`src/rtl/mda_attr_sequencer.sv`:
```
// mda_attr_sequencer: MDA pixel decode, frame blink timing and vsync-committed phosphor scheme select.
module mda_attr_sequencer #(
   parameter int FRAME_W    = 5,
   parameter int CURSOR_BIT = 3,
   parameter int CHAR_BIT   = 4
) (
   input  logic               clk,
   input  logic               rst_n,
   input  logic               pix_valid,
   input  logic               char_pix,
   input  logic [7:0]         attr,
   input  logic               underline_row,
   input  logic               cursor_hit,
   input  logic               display_en,
   input  logic               blink_en,
   input  logic               vsync,
   input  logic               cfg_wr,
   input  logic [2:0]         cfg_rgb,
   output logic               cfg_busy,
   output logic               cfg_ack,
   output logic               cfg_err,
   output logic [2:0]         mda_rgb,
   output logic               video,
   output logic               intensity,
   output logic [FRAME_W-1:0] frame_cnt
);
   typedef enum logic {IDLE, PEND} state_t;
   state_t state_q, state_d;
   logic vs_q, vs_rise, wr_ok, commit, cur_ph, chr_ph, fg;
   logic [FRAME_W-1:0] frame_q, frame_d;
   logic [2:0] pend_q, pend_d, rgb_q, rgb_d;
   logic ack_q, ack_d, err_q, err_d, video_q, video_d, int_q, int_d;
   logic [7:0] am;

   assign vs_rise = vsync & ~vs_q;
   assign wr_ok   = cfg_wr & (cfg_rgb <= 3'd2);
   assign commit  = (state_q == PEND) & vs_rise;
   assign cur_ph  = frame_q[CURSOR_BIT];
   assign chr_ph  = frame_q[CHAR_BIT];

   always_ff @(posedge clk or negedge rst_n) begin
      if (!rst_n) state_q <= IDLE;
      else        state_q <= state_d;
   end

   // A write landing on the commit edge keeps the FSM pending for the next frame.
   always_comb begin
      state_d = (state_q == IDLE) ? (wr_ok ? PEND : IDLE) : ((vs_rise & ~wr_ok) ? IDLE : PEND);
   end

   always_comb begin
      am      = attr & 8'h77;
      frame_d = vs_rise ? frame_q + FRAME_W'(1) : frame_q;
      pend_d  = wr_ok ? cfg_rgb : pend_q;
      rgb_d   = commit ? pend_q : rgb_q;
      ack_d   = commit;
      err_d   = cfg_wr & ~wr_ok;
      fg      = (char_pix | ((attr[2:0] == 3'b001) & underline_row)) & ~(blink_en & attr[7] & ~chr_ph);
      video_d = 1'b0;
      int_d   = 1'b0;
      if (!pix_valid || !display_en) begin
         video_d = 1'b0;
      end else if (cursor_hit && cur_ph) begin
         video_d = 1'b1;
      end else if (am == 8'h00) begin
         video_d = 1'b0;
      end else if (am == 8'h70) begin
         video_d = ~char_pix;
         int_d   = ~char_pix & attr[7] & ~blink_en;
      end else begin
         video_d = fg;
         int_d   = fg & attr[3];
      end
   end

   always_ff @(posedge clk or negedge rst_n) begin
      if (!rst_n) begin
         vs_q    <= 1'b0;
         frame_q <= '0;
         pend_q  <= 3'd0;
         rgb_q   <= 3'd0;
         ack_q   <= 1'b0;
         err_q   <= 1'b0;
         video_q <= 1'b0;
         int_q   <= 1'b0;
      end else begin
         vs_q    <= vsync;
         frame_q <= frame_d;
         pend_q  <= pend_d;
         rgb_q   <= rgb_d;
         ack_q   <= ack_d;
         err_q   <= err_d;
         video_q <= video_d;
         int_q   <= int_d;
      end
   end

   assign cfg_busy  = (state_q == PEND);
   assign cfg_ack   = ack_q;
   assign cfg_err   = err_q;
   assign mda_rgb   = rgb_q;
   assign video     = video_q;
   assign intensity = int_q;
   assign frame_cnt = frame_q;
endmodule
```
`config.mk`:
```
export PLATFORM = sky130hd
export DESIGN_NAME = mda_attr_sequencer
export DESIGN_NICKNAME = d
export VERILOG_FILES = /design/src/rtl/mda_attr_sequencer.sv
export SDC_FILE = /design/constraint.sdc
export NUM_CORES = 1
export LEC_CHECK = 0
export BUFFER_PORTS_ARGS = -buffer_cell sky130_fd_sc_hd__buf_4
export CORE_MARGIN = 5
export CORE_UTILIZATION = 47
export CTS_BUF_LIST = sky130_fd_sc_hd__clkbuf_2 sky130_fd_sc_hd__clkbuf_4 sky130_fd_sc_hd__clkbuf_8
export CTS_CLUSTER_SIZE = 14
export DETAILED_ROUTE_END_ITERATION = 10
export PLACE_DENSITY_LB_ADDON = 0.25
export SYNTH_ARGS = -nofsm -noshare
export SYNTH_HDL_FRONTEND = slang
export SYNTH_SLANG_ARGS = --single-unit
```
`constraint.sdc`:
```
create_clock -name clk -period 1.4 [get_ports clk]
set_input_delay 0.28 -clock clk [delete_from_list [all_inputs] [get_ports clk]]
set_output_delay 0.28 -clock clk [all_outputs]
set_load 0.02 [all_outputs]
```
==> flow_metrics.env <==
export IMPL_run_status="finished, final reports clean"
export IMPL_max_freq_mhz=854
export IMPL_drcViolationCount=0
export IMPL_port_buffers=33
export IMPL_wl_per_cell_um=12.4
export IMPL_clkTransAtPathRegs_ns=0.09
export IMPL_cp_slowest_stage_delay_ns=0.43
export IMPL_power_total_w=0.00152
export IMPL_cp_cell_sequence="buf_4"
export IMPL_yosysTopAreaCellShare_pct=58.3
export IMPL_hold_end="vs_q"
export IMPL_areaGrowthSynthToFinish_pct=42.2
export IMPL_htree_levels=1
export IMPL_viasPerCell=4.92
export IMPL_tns_ns=0
export IMPL_worst_setup_path_end_kind="output pin"
export IMPL_ctsResizeCount=0
export IMPL_die_w_um=49.4
export IMPL_nets=119
export IMPL_fillers=122
export IMPL_cp_required_ns=1.12
export IMPL_coreArea_mm2=0.00149
export IMPL_finalHoldViolations=0
export IMPL_finalClockSkew_ns=0.00981
export IMPL_synth_seq_cells=17
export IMPL_grt_total_usage_pct=12.7
export IMPL_p_per_area_mw_per_mm2=1460
export IMPL_r2r_cells=3
export IMPL_cts_root_buffer="clkbuf_4"
export IMPL_r2r_end="frame_cnt[1]"
export IMPL_maxSlewHeadroom_pct=84.9
export IMPL_num_io_pins=34
export IMPL_start_util_pct=49.0
export IMPL_rows=14
export IMPL_start_kind="flop"
export IMPL_holdCritStartpoint="vsync"
export IMPL_postRouteAntennaNets=0
export IMPL_drt_iter0_drc=3
export IMPL_syn_inst=58
export IMPL_gr_total_overflow=0
export IMPL_drv_slew=0
export IMPL_seqPwrFrac_pct=47.0
export IMPL_synth_area_um2=729
export IMPL_route_vias_total=551
export IMPL_hold_depth=1
export IMPL_critPathBufInv=1
export IMPL_antenna_found_initial=0
export IMPL_critPathSlowestCell="dfrtp_1"
export IMPL_syn_avg_cell_area_um2=12.6
export IMPL_p_comb_share_pct=36.4
export IMPL_intPower_w=0.00100
export IMPL_r2r_slack_ns=0.28
export IMPL_cp_top_family="flip-flops"
export IMPL_ys_warn_count=0
export IMPL_die_y_um=49.4
export IMPL_cts_buffers=3
export IMPL_hold_class="primary input to flop"
export IMPL_cts_hold_buf=1
export IMPL_finalSetupViolations=0
export IMPL_dpl_cell_area_um2=1000
export IMPL_synth_nets=80
export IMPL_cts_tree="yes"
export IMPL_dp_slack_ns=0.130
export IMPL_ys_top_cells_by_area="dfrtp_1, mux2_2, nand2_1"
export IMPL_clk_latency_ns=0.29
export IMPL_drv_cap=0
export IMPL_swShare_pct=34.0
export IMPL_diodes=0
export IMPL_vdd_ir_drop_worst_uv=1120
export IMPL_clock_power_share_pct=16.6
export IMPL_drt_wl_total_um=1390
export IMPL_first_global_vias=571
export IMPL_ys_seq_area_share_pct=58.3
export IMPL_first_pass_iters=4
export IMPL_dieArea_mm2=0.00244
export IMPL_synth_top_area_cell="dfrtp_1"
export IMPL_gp_congestion=0.771
export IMPL_clk_path_buf_depth=2
export IMPL_postCtsSetupBuffers=0
export IMPL_worst_endpoint_arrival_ns=0.89
export IMPL_layout_min_cycle_time_ns=1.17
export IMPL_critPathKind="flop to output pin"
export IMPL_final_setup_worst_slack_ns=0.229
export IMPL_crit_path_max_fanout=4
export IMPL_clock_sinks=17
export IMPL_design_area_mm2=0.00104
export IMPL_ys_types=25
export IMPL_reg2reg_from="vs_q"
export IMPL_p_leak_nw=0.515
export IMPL_grt_max_degree=18
export IMPL_grt_pass1_wl_um=2390
export IMPL_layout_drive_gt1_share_pct=51.0
export IMPL_period_share_pct=83.7
export IMPL_rsz0062_at_grt="false"
export IMPL_netSwitchingPower_w=0.000517
export IMPL_worst_slew_pin_slew_ns=0.223
==> worst max path at each step <==
stage                             from            to  slack (ns)  cells after the start
after global placement         attr[1]     intensity        0.16                      5
after global routing      frame_cnt[3]  frame_cnt[3]        0.17                      1
final                     frame_cnt[3]  frame_cnt[3]        0.23                      1
after detailed placement       attr[0]     intensity        0.13                      5
after CTS                 frame_cnt[0]  frame_cnt[0]        0.21                      1
after floorplan           frame_cnt[0]  frame_cnt[1]        0.26                      2
==> routing by layer <==
layer,vias to the layer above,wire [µm],global-route usage (%)
met2,16,727,21.0
li1,283,-,-
met3,2,75,3.98
met4,0,14,6.55
met1,250,570,14.6
met5,-,0,0
==> Yosys cell counts, drive strengths merged <==
cell type,count
dfrtp,17
nand2,7
mux2,6
xnor2,3
a21oi,2
and2,2
inv,2
nand4,2
nor2b,2
nor3,2
o21ai,2
and3,1
buf,1
ha,1
mux2i,1
nand3,1
nor3b,1
nor4b,1
nor4bb,1
o211ai,1
o22a,1
xor2,1
==> cell usage in the layout, fill, tap and decap left out, drive strengths merged <==
cell type	synthesis	layout
ha	1	1
nand3	1	1
nand2	7	7
and3	1	1
xor2	1	1
dfrtp	17	17
nor4b	1	1
clkinv	0	1
and2	2	2
inv	2	2
o211ai	1	1
dlygate4sd3	0	1
xnor2	3	3
nor4bb	1	1
mux2i	1	1
buf	1	34
a21oi	2	2
clkbuf	0	3
o22a	1	1
mux2	6	6
nor2b	2	2
nand4	2	2
o21ai	2	2
nor3b	1	1
nor3	2	2
==> area by class of cell <==
cell class	instances	area, µm²	area share (%)
multi-input combinational	38	292	28.1
clock inverter	1	5.00	0.483
inverter	2	7.51	0.724
clock buffer	3	22.5	2.17
sequential	17	425	41.0
timing repair buffer	35	265	25.6
tap	16	20.0	1.93
==> metrics by stage <==
stage / hold slack (ns) / std cells / util, %
detailed placement: 0.154 / 107 / 67.1
global route: 0.0788 / 112 / 69.7
global placement: 0.153 / 107 / 67.1
CTS: 0.0935 / 112 / 69.7
floorplan: -0.0156 / 58 / -
finish: 0.105 / 112 / 69.7
==> power groups by stage <==
stage | registers [W] | clock network [W] | logic [W]
2_1_floorplan | 0.000845 | 0 | 0.000166
3_3_place_gp | 0.000721 | 0 | 0.000544
3_5_place_dp | 0.000725 | 0 | 0.000557
4_1_cts | 0.000716 | 0.000270 | 0.000562
5_1_grt | 0.000737 | 0.000295 | 0.000597
6_report | 0.000713 | 0.000253 | 0.000552
==> sequential cells by signal, indices dropped and copies added, names as in the netlist <==
| name | flops |
|---|---|
| mda_rgb | 3 |
| vs_q | 1 |
| cfg_err | 1 |
| video | 1 |
| intensity | 1 |
| cfg_busy | 1 |
| pend_q | 3 |
| frame_cnt | 5 |
| cfg_ack | 1 |
==> cells by family (layout without fill, tap and decap cells) <==
kind of cell / after synthesis / in the layout / synth area share [%]
xor+xnor: 4 / 4 / 4.80
buf+inv: 3 / 41 / 1.71
compound gates: 6 / 6 / 5.66
flops: 17 / 17 / 58.3
fa+ha+maj: 1 / 1 / 1.71
mux: 7 / 7 / 10.6
simple gates: 20 / 20 / 17.2
Power figures use the tool's default switching activity.
